--- config.mk ---
export PLATFORM = sky130hd
export DESIGN_NAME = pipe_stage_skid
export DESIGN_NICKNAME = d
export VERILOG_FILES = /design/src/rtl/pipe_pkg.sv /design/src/rtl/pipe_entry.sv /design/src/rtl/pipe_stage_skid.sv
export SDC_FILE = /design/constraint.sdc
export NUM_CORES = 1
export LEC_CHECK = 0
export BUFFER_PORTS_ARGS = -buffer_cell sky130_fd_sc_hd__buf_4
export CELL_PAD_IN_SITES_DETAIL_PLACEMENT = 1
export CELL_PAD_IN_SITES_GLOBAL_PLACEMENT = 1
export CORE_ASPECT_RATIO = 2
export CORE_MARGIN = 1.5
export CORE_UTILIZATION = 41
export CTS_BUF_LIST = sky130_fd_sc_hd__clkbuf_2 sky130_fd_sc_hd__clkbuf_4 sky130_fd_sc_hd__clkbuf_8
export CTS_CLUSTER_SIZE = 8
export DETAILED_ROUTE_END_ITERATION = 10
export GPL_TIMING_DRIVEN = 0
export HOLD_SLACK_MARGIN = 0.02
export PLACE_DENSITY = 0.91
export SYNTH_ARGS = -nofsm -noshare
export SYNTH_HDL_FRONTEND = slang
export SYNTH_SLANG_ARGS = --single-unit
--- constraint.sdc ---
create_clock -name clk_i -period 2.2 [get_ports clk_i]
set_clock_uncertainty 0.05 [all_clocks]
set_input_delay 0.33 -clock clk_i [delete_from_list [all_inputs] [get_ports clk_i]]
set_output_delay 0.33 -clock clk_i [all_outputs]
set_load 0.1 [all_outputs]
--- src/rtl/pipe_pkg.sv ---
// pipe_pkg: shared types and constants for the pipeline stage registers
package pipe_pkg;
  localparam int XLEN = 64;
  localparam int RD_W = 5;
  localparam int CTRL_W = 5;
  localparam int CTRL_REGWRITE = 0;
  localparam int CTRL_MEMREAD = 1;
  localparam int CTRL_MEMWRITE = 2;
  localparam int CTRL_MEMTOREG = 3;
  localparam int CTRL_BRANCH = 4;
  typedef enum logic [1:0] {EMPTY = 2'd0, ONE = 2'd1, FULL = 2'd2} state_e;
endpackage

--- src/rtl/pipe_entry.sv ---
// pipe_entry: one held entry (valid, ctrl, payload) with load, drop and flush-clear
module pipe_entry #(
  parameter int PAYLOAD_W = 133,
  parameter int CTRL_W = 5,
  parameter bit CLEAR_PAYLOAD = 1'b1
) (
  input  logic                 clk_i,
  input  logic                 rst_i,
  input  logic                 clr_i,
  input  logic                 ld_i,
  input  logic                 drop_i,
  input  logic [CTRL_W-1:0]    ctrl_i,
  input  logic [PAYLOAD_W-1:0] payload_i,
  output logic                 valid_o,
  output logic [CTRL_W-1:0]    ctrl_o,
  output logic [PAYLOAD_W-1:0] payload_o
);
  logic                 valid_q;
  logic [CTRL_W-1:0]    ctrl_q;
  logic [PAYLOAD_W-1:0] payload_q;
  // ctrl is zeroed whenever the entry goes invalid so bubbles never carry control
  always_ff @(posedge clk_i) begin
    if (rst_i) begin
      valid_q <= 1'b0;
      ctrl_q <= '0;
      payload_q <= '0;
    end else if (clr_i) begin
      valid_q <= 1'b0;
      ctrl_q <= '0;
      if (CLEAR_PAYLOAD) payload_q <= '0;
    end else if (ld_i) begin
      valid_q <= 1'b1;
      ctrl_q <= ctrl_i;
      payload_q <= payload_i;
    end else if (drop_i) begin
      valid_q <= 1'b0;
      ctrl_q <= '0;
    end
  end
  assign valid_o = valid_q;
  assign ctrl_o = ctrl_q;
  assign payload_o = payload_q;
endmodule

--- src/rtl/pipe_stage_skid.sv ---
// pipe_stage_skid: valid/ready stage register with registered ready, 2-entry skid and flush
module pipe_stage_skid #(
  parameter int PAYLOAD_W = 133,
  parameter int CTRL_W = 5,
  parameter bit CLEAR_PAYLOAD = 1'b1
) (
  input  logic                 clk_i,
  input  logic                 rst_i,
  input  logic                 flush_i,
  input  logic                 in_valid_i,
  output logic                 in_ready_o,
  input  logic [PAYLOAD_W-1:0] in_payload_i,
  input  logic [CTRL_W-1:0]    in_ctrl_i,
  output logic                 out_valid_o,
  input  logic                 out_ready_i,
  output logic [PAYLOAD_W-1:0] out_payload_o,
  output logic [CTRL_W-1:0]    out_ctrl_o,
  output logic [1:0]           occupancy_o
);
  import pipe_pkg::*;
  state_e state_q, state_d;
  logic in_fire, out_fire, m_ld, m_drop, s_ld, s_drop, s_valid;
  logic [CTRL_W-1:0] s_ctrl;
  logic [PAYLOAD_W-1:0] s_payload;
  assign in_ready_o = state_q != FULL;
  assign occupancy_o = state_q;
  assign in_fire = in_valid_i & in_ready_o;
  assign out_fire = out_valid_o & out_ready_i;
  always_comb begin
    state_d = state_q;
    m_ld = 1'b0;
    m_drop = 1'b0;
    s_ld = 1'b0;
    s_drop = 1'b0;
    if (flush_i) state_d = EMPTY;
    else case (state_q)
      EMPTY: begin
        m_ld = in_fire;
        state_d = in_fire ? ONE : EMPTY;
      end
      ONE: begin
        m_ld = in_fire & out_fire;
        s_ld = in_fire & ~out_fire;
        m_drop = out_fire & ~in_fire;
        state_d = s_ld ? FULL : m_drop ? EMPTY : ONE;
      end
      FULL: begin
        m_ld = out_fire;
        s_drop = out_fire;
        state_d = out_fire ? ONE : FULL;
      end
      default: state_d = EMPTY;
    endcase
  end
  always_ff @(posedge clk_i) begin
    if (rst_i) state_q <= EMPTY;
    else state_q <= state_d;
  end
  // skid is valid only in FULL, so it selects the refill source for main
  pipe_entry #(.PAYLOAD_W(PAYLOAD_W), .CTRL_W(CTRL_W), .CLEAR_PAYLOAD(CLEAR_PAYLOAD)) u_main (
    .clk_i(clk_i), .rst_i(rst_i), .clr_i(flush_i), .ld_i(m_ld), .drop_i(m_drop),
    .ctrl_i(s_valid ? s_ctrl : in_ctrl_i), .payload_i(s_valid ? s_payload : in_payload_i),
    .valid_o(out_valid_o), .ctrl_o(out_ctrl_o), .payload_o(out_payload_o)
  );
  pipe_entry #(.PAYLOAD_W(PAYLOAD_W), .CTRL_W(CTRL_W), .CLEAR_PAYLOAD(CLEAR_PAYLOAD)) u_skid (
    .clk_i(clk_i), .rst_i(rst_i), .clr_i(flush_i), .ld_i(s_ld), .drop_i(s_drop),
    .ctrl_i(in_ctrl_i), .payload_i(in_payload_i),
    .valid_o(s_valid), .ctrl_o(s_ctrl), .payload_o(s_payload)
  );
endmodule

==> reports/results.ini <==
[route]
vias_per_cell=5.45
detail_route.wl_per_cell_um=23.4
vias=12181
drtAntennaViolNets=0
drtIter0Drc=420
post-route-drc-count=0
dr.pass1.iters=4
routed_wl_mm=52.3

[die]
io_pins=285
num_rows=88
core_mm2=0.0290
die_y_um=246
initial_core_util_pct=41.7
die_area_mm2=0.0306
die_w_um=124

[synth]
synth.most_common_cell=nand2_1
yosysTopAreaCellShare_pct=46.4
synth_area_leader_cell=dfxtp_1
synth_edf_count=0
synth_cell_types=22
ys_top_cells_by_count=544 x nand2_1, 280 x dfxtp_1, 141 x a21oi_1
ys.flop_type=dfxtp_1
yosysWarnings=0
synth_area_per_cell_um2=8.76
syn-num-nets=1525
syn-cell-area_mm2=0.0121
synth_cells=1379
synthArstFlopShare_pct=0
synth-seq-cells=280
ys_seq_area_share_pct=46.4
synthTopCellsByArea=dfxtp_1 46%, nand2_1 17%, mux2_2 13%, mux2i_1 12%, a21oi_1 5.8%

[global_routing]
antenna_found_initial=12
grt_pass1_vias=13818
grt_usage_pct=33.2
globalRouteOverflowTotal=0
grt_pass1_wl_mm=78.6
grt_max_degree=20

[place]
portBuffers=284
dp_cells=2023
place_ws_ps=-218
hpwlAfterDp_mm=30.3
gp_congestion=0.839

[sta]
slew-limit-headroom_pct=44.9
tightestPinTransition_ps=827
max_freq_mhz=459
min_period_ps=2180
final-setup-viol-count=0
min_period_over_period_pct=99.0
finalWorstSetupSlack_ps=23.0
finalMaxSlewViolations=0
hold_violations=0

[run]
drv_cap=0

[finish]
drive_gt1_share_pct=30.6
nets=1992
final_cell_count_no_fill=2236
areaGrowthSynthToFinish_pct=41.4

[critical_path]
r2r_cells=9
crit_type=flip-flop to flip-flop
required_ps=2610
critPathLaunchType=flip-flop
crit_arrival_ps=2590
cp_max_fo=10
worstSetupEndpointType=flip-flop

[cts]
clk_latency_ps=570
cts_tree=done
cts_max_level=2
clk_pin_slew_worst_paths_ps=80
numCtsBuffers=43
clockBufferDepth=3
cts_num_sinks=280
clockRootBuffer=clkbuf_8

[power]
switchingPower_mw=3.32
cellInternalPower_mw=8.19
powerDensity_mw_per_mm2=674
pwr-share-seq_pct=45.3
p_sw_share_pct=28.8
clock_power_share_pct=38.6
cellLeakagePower_nw=7.32
p_comb_share_pct=16.1
ir_worst_vdd_uv=458

[min_path]
hold_class=input pin to flip-flop
holdPathStages=3

[run_status]
status=complete, no violations

## path summary, 6_finish.rpt
path	from	endpoint	slack, ps
hold reg to reg	u_skid.payload_o[37]	u_skid.payload_o[37]	400
hold / removal	in_payload_i[127]	u_skid.payload_o[127]	50
setup reg to reg	occupancy_o[0]	u_main.payload_o[121]	20
setup / recovery	occupancy_o[0]	u_main.payload_o[121]	20
## area by class of cell
type / count / area (um2)
Timing Repair Buffer: 423 / 3550
Multi-Input combinational cell: 990 / 5980
Clock inverter: 1 / 30.0
Clock buffer: 62 / 766
Sequential cell: 280 / 5610
Fill cell: 3341 / 11900
Buffer: 106 / 654
Antenna cell: 12 / 30.0
Inverter: 2 / 7.51
Tap cell: 360 / 450
## repair_timing
item,in CTS,in global routing
gates cloned,0,1
pin swaps,0,1
hold endpoints to repair,136,0
endpoints found under the setup margin,29,89
resized for setup,6,22
hold buffers,136,0
setup buffers,0,2
## cells by family after synthesis
group	after synthesis	share of synthesized area [%]
buffers and inverters	109	4.66
adder cells (fa/ha/maj)	3	0.311
AND/OR/NAND/NOR	566	18.0
flip-flops	280	46.4
multiplexers	278	24.5
AO/OA/AOI/OAI	143	6.12
## sequential cells by signal (all words and copies together) (netlist names)
register	cells
occupancy_o	2
u_skid.valid_o	1
u_main.payload_o	133
u_skid.ctrl_o	5
u_main.ctrl_o	5
u_main.valid_o	1
u_skid.payload_o	133
## routing by layer
layer  routed length (um)  global-route usage, %  vias to the layer above
met2                28600                   63.3                      509
met4                 4450                   27.9                        0
met1                16900                   28.3                     5934
met3                 2310                   8.38                      263
met5                    0                      0                        -
li1                     -                      -                     5475
## worst max-delay path, cell delays in order (launching register included)
cell	delay [ps]
dfxtp_4	380
nand2b_4	150
and2_4	150
ha_4	150
mux2_4	280
a2bb2oi_4	150
buf_12	140
buf_12	150
buf_8	170
mux2i_2	300
## placed cells by master, fill, tap and decap left out, types with 3 or more instances in the layout
cell type / synthesis / layout
buf_1: 5 / 4
clkbuf_4: 0 / 14
clkbuf_8: 0 / 48
diode_2: 0 / 12
nand3_1: 10 / 10
buf_4: 2 / 300
clkbuf_2: 0 / 10
mux2i_1: 139 / 135
dlygate4sd3_1: 0 / 136
nand2_1: 544 / 544
mux2_2: 139 / 138
nor2_1: 4 / 4
a21oi_1: 141 / 138
buf_2: 39 / 26
mux2i_2: 0 / 3
clkbuf_1: 48 / 37
buf_8: 0 / 11
dfxtp_1: 280 / 277
## metrics by stage
step	total power [mW]	setup TNS (ps)	cell area [um2]	hold WS (ps)	util, %
CTS	11.4	0	16900	25.3	58.5
floorplan	6.32	-9070	12200	383	-
global placement	6.83	-7460	14800	388	51.0
detailed placement	6.87	-8740	14800	397	51.0
finish	11.5	0	17100	50.0	59.0
global route	11.8	-76.9	17100	26.0	59.0
## power groups by stage
stage | logic, mW | registers, mW | clock network (mW)
after floorplan | 0.596 | 5.72 | 0
after global placement | 1.52 | 5.31 | 0
after detailed placement | 1.55 | 5.31 | 0
after CTS | 1.77 | 5.20 | 4.42
after global routing | 1.93 | 5.21 | 4.69
final | 1.85 | 5.21 | 4.45
Note: power is estimated with default switching activity, not from simulation.
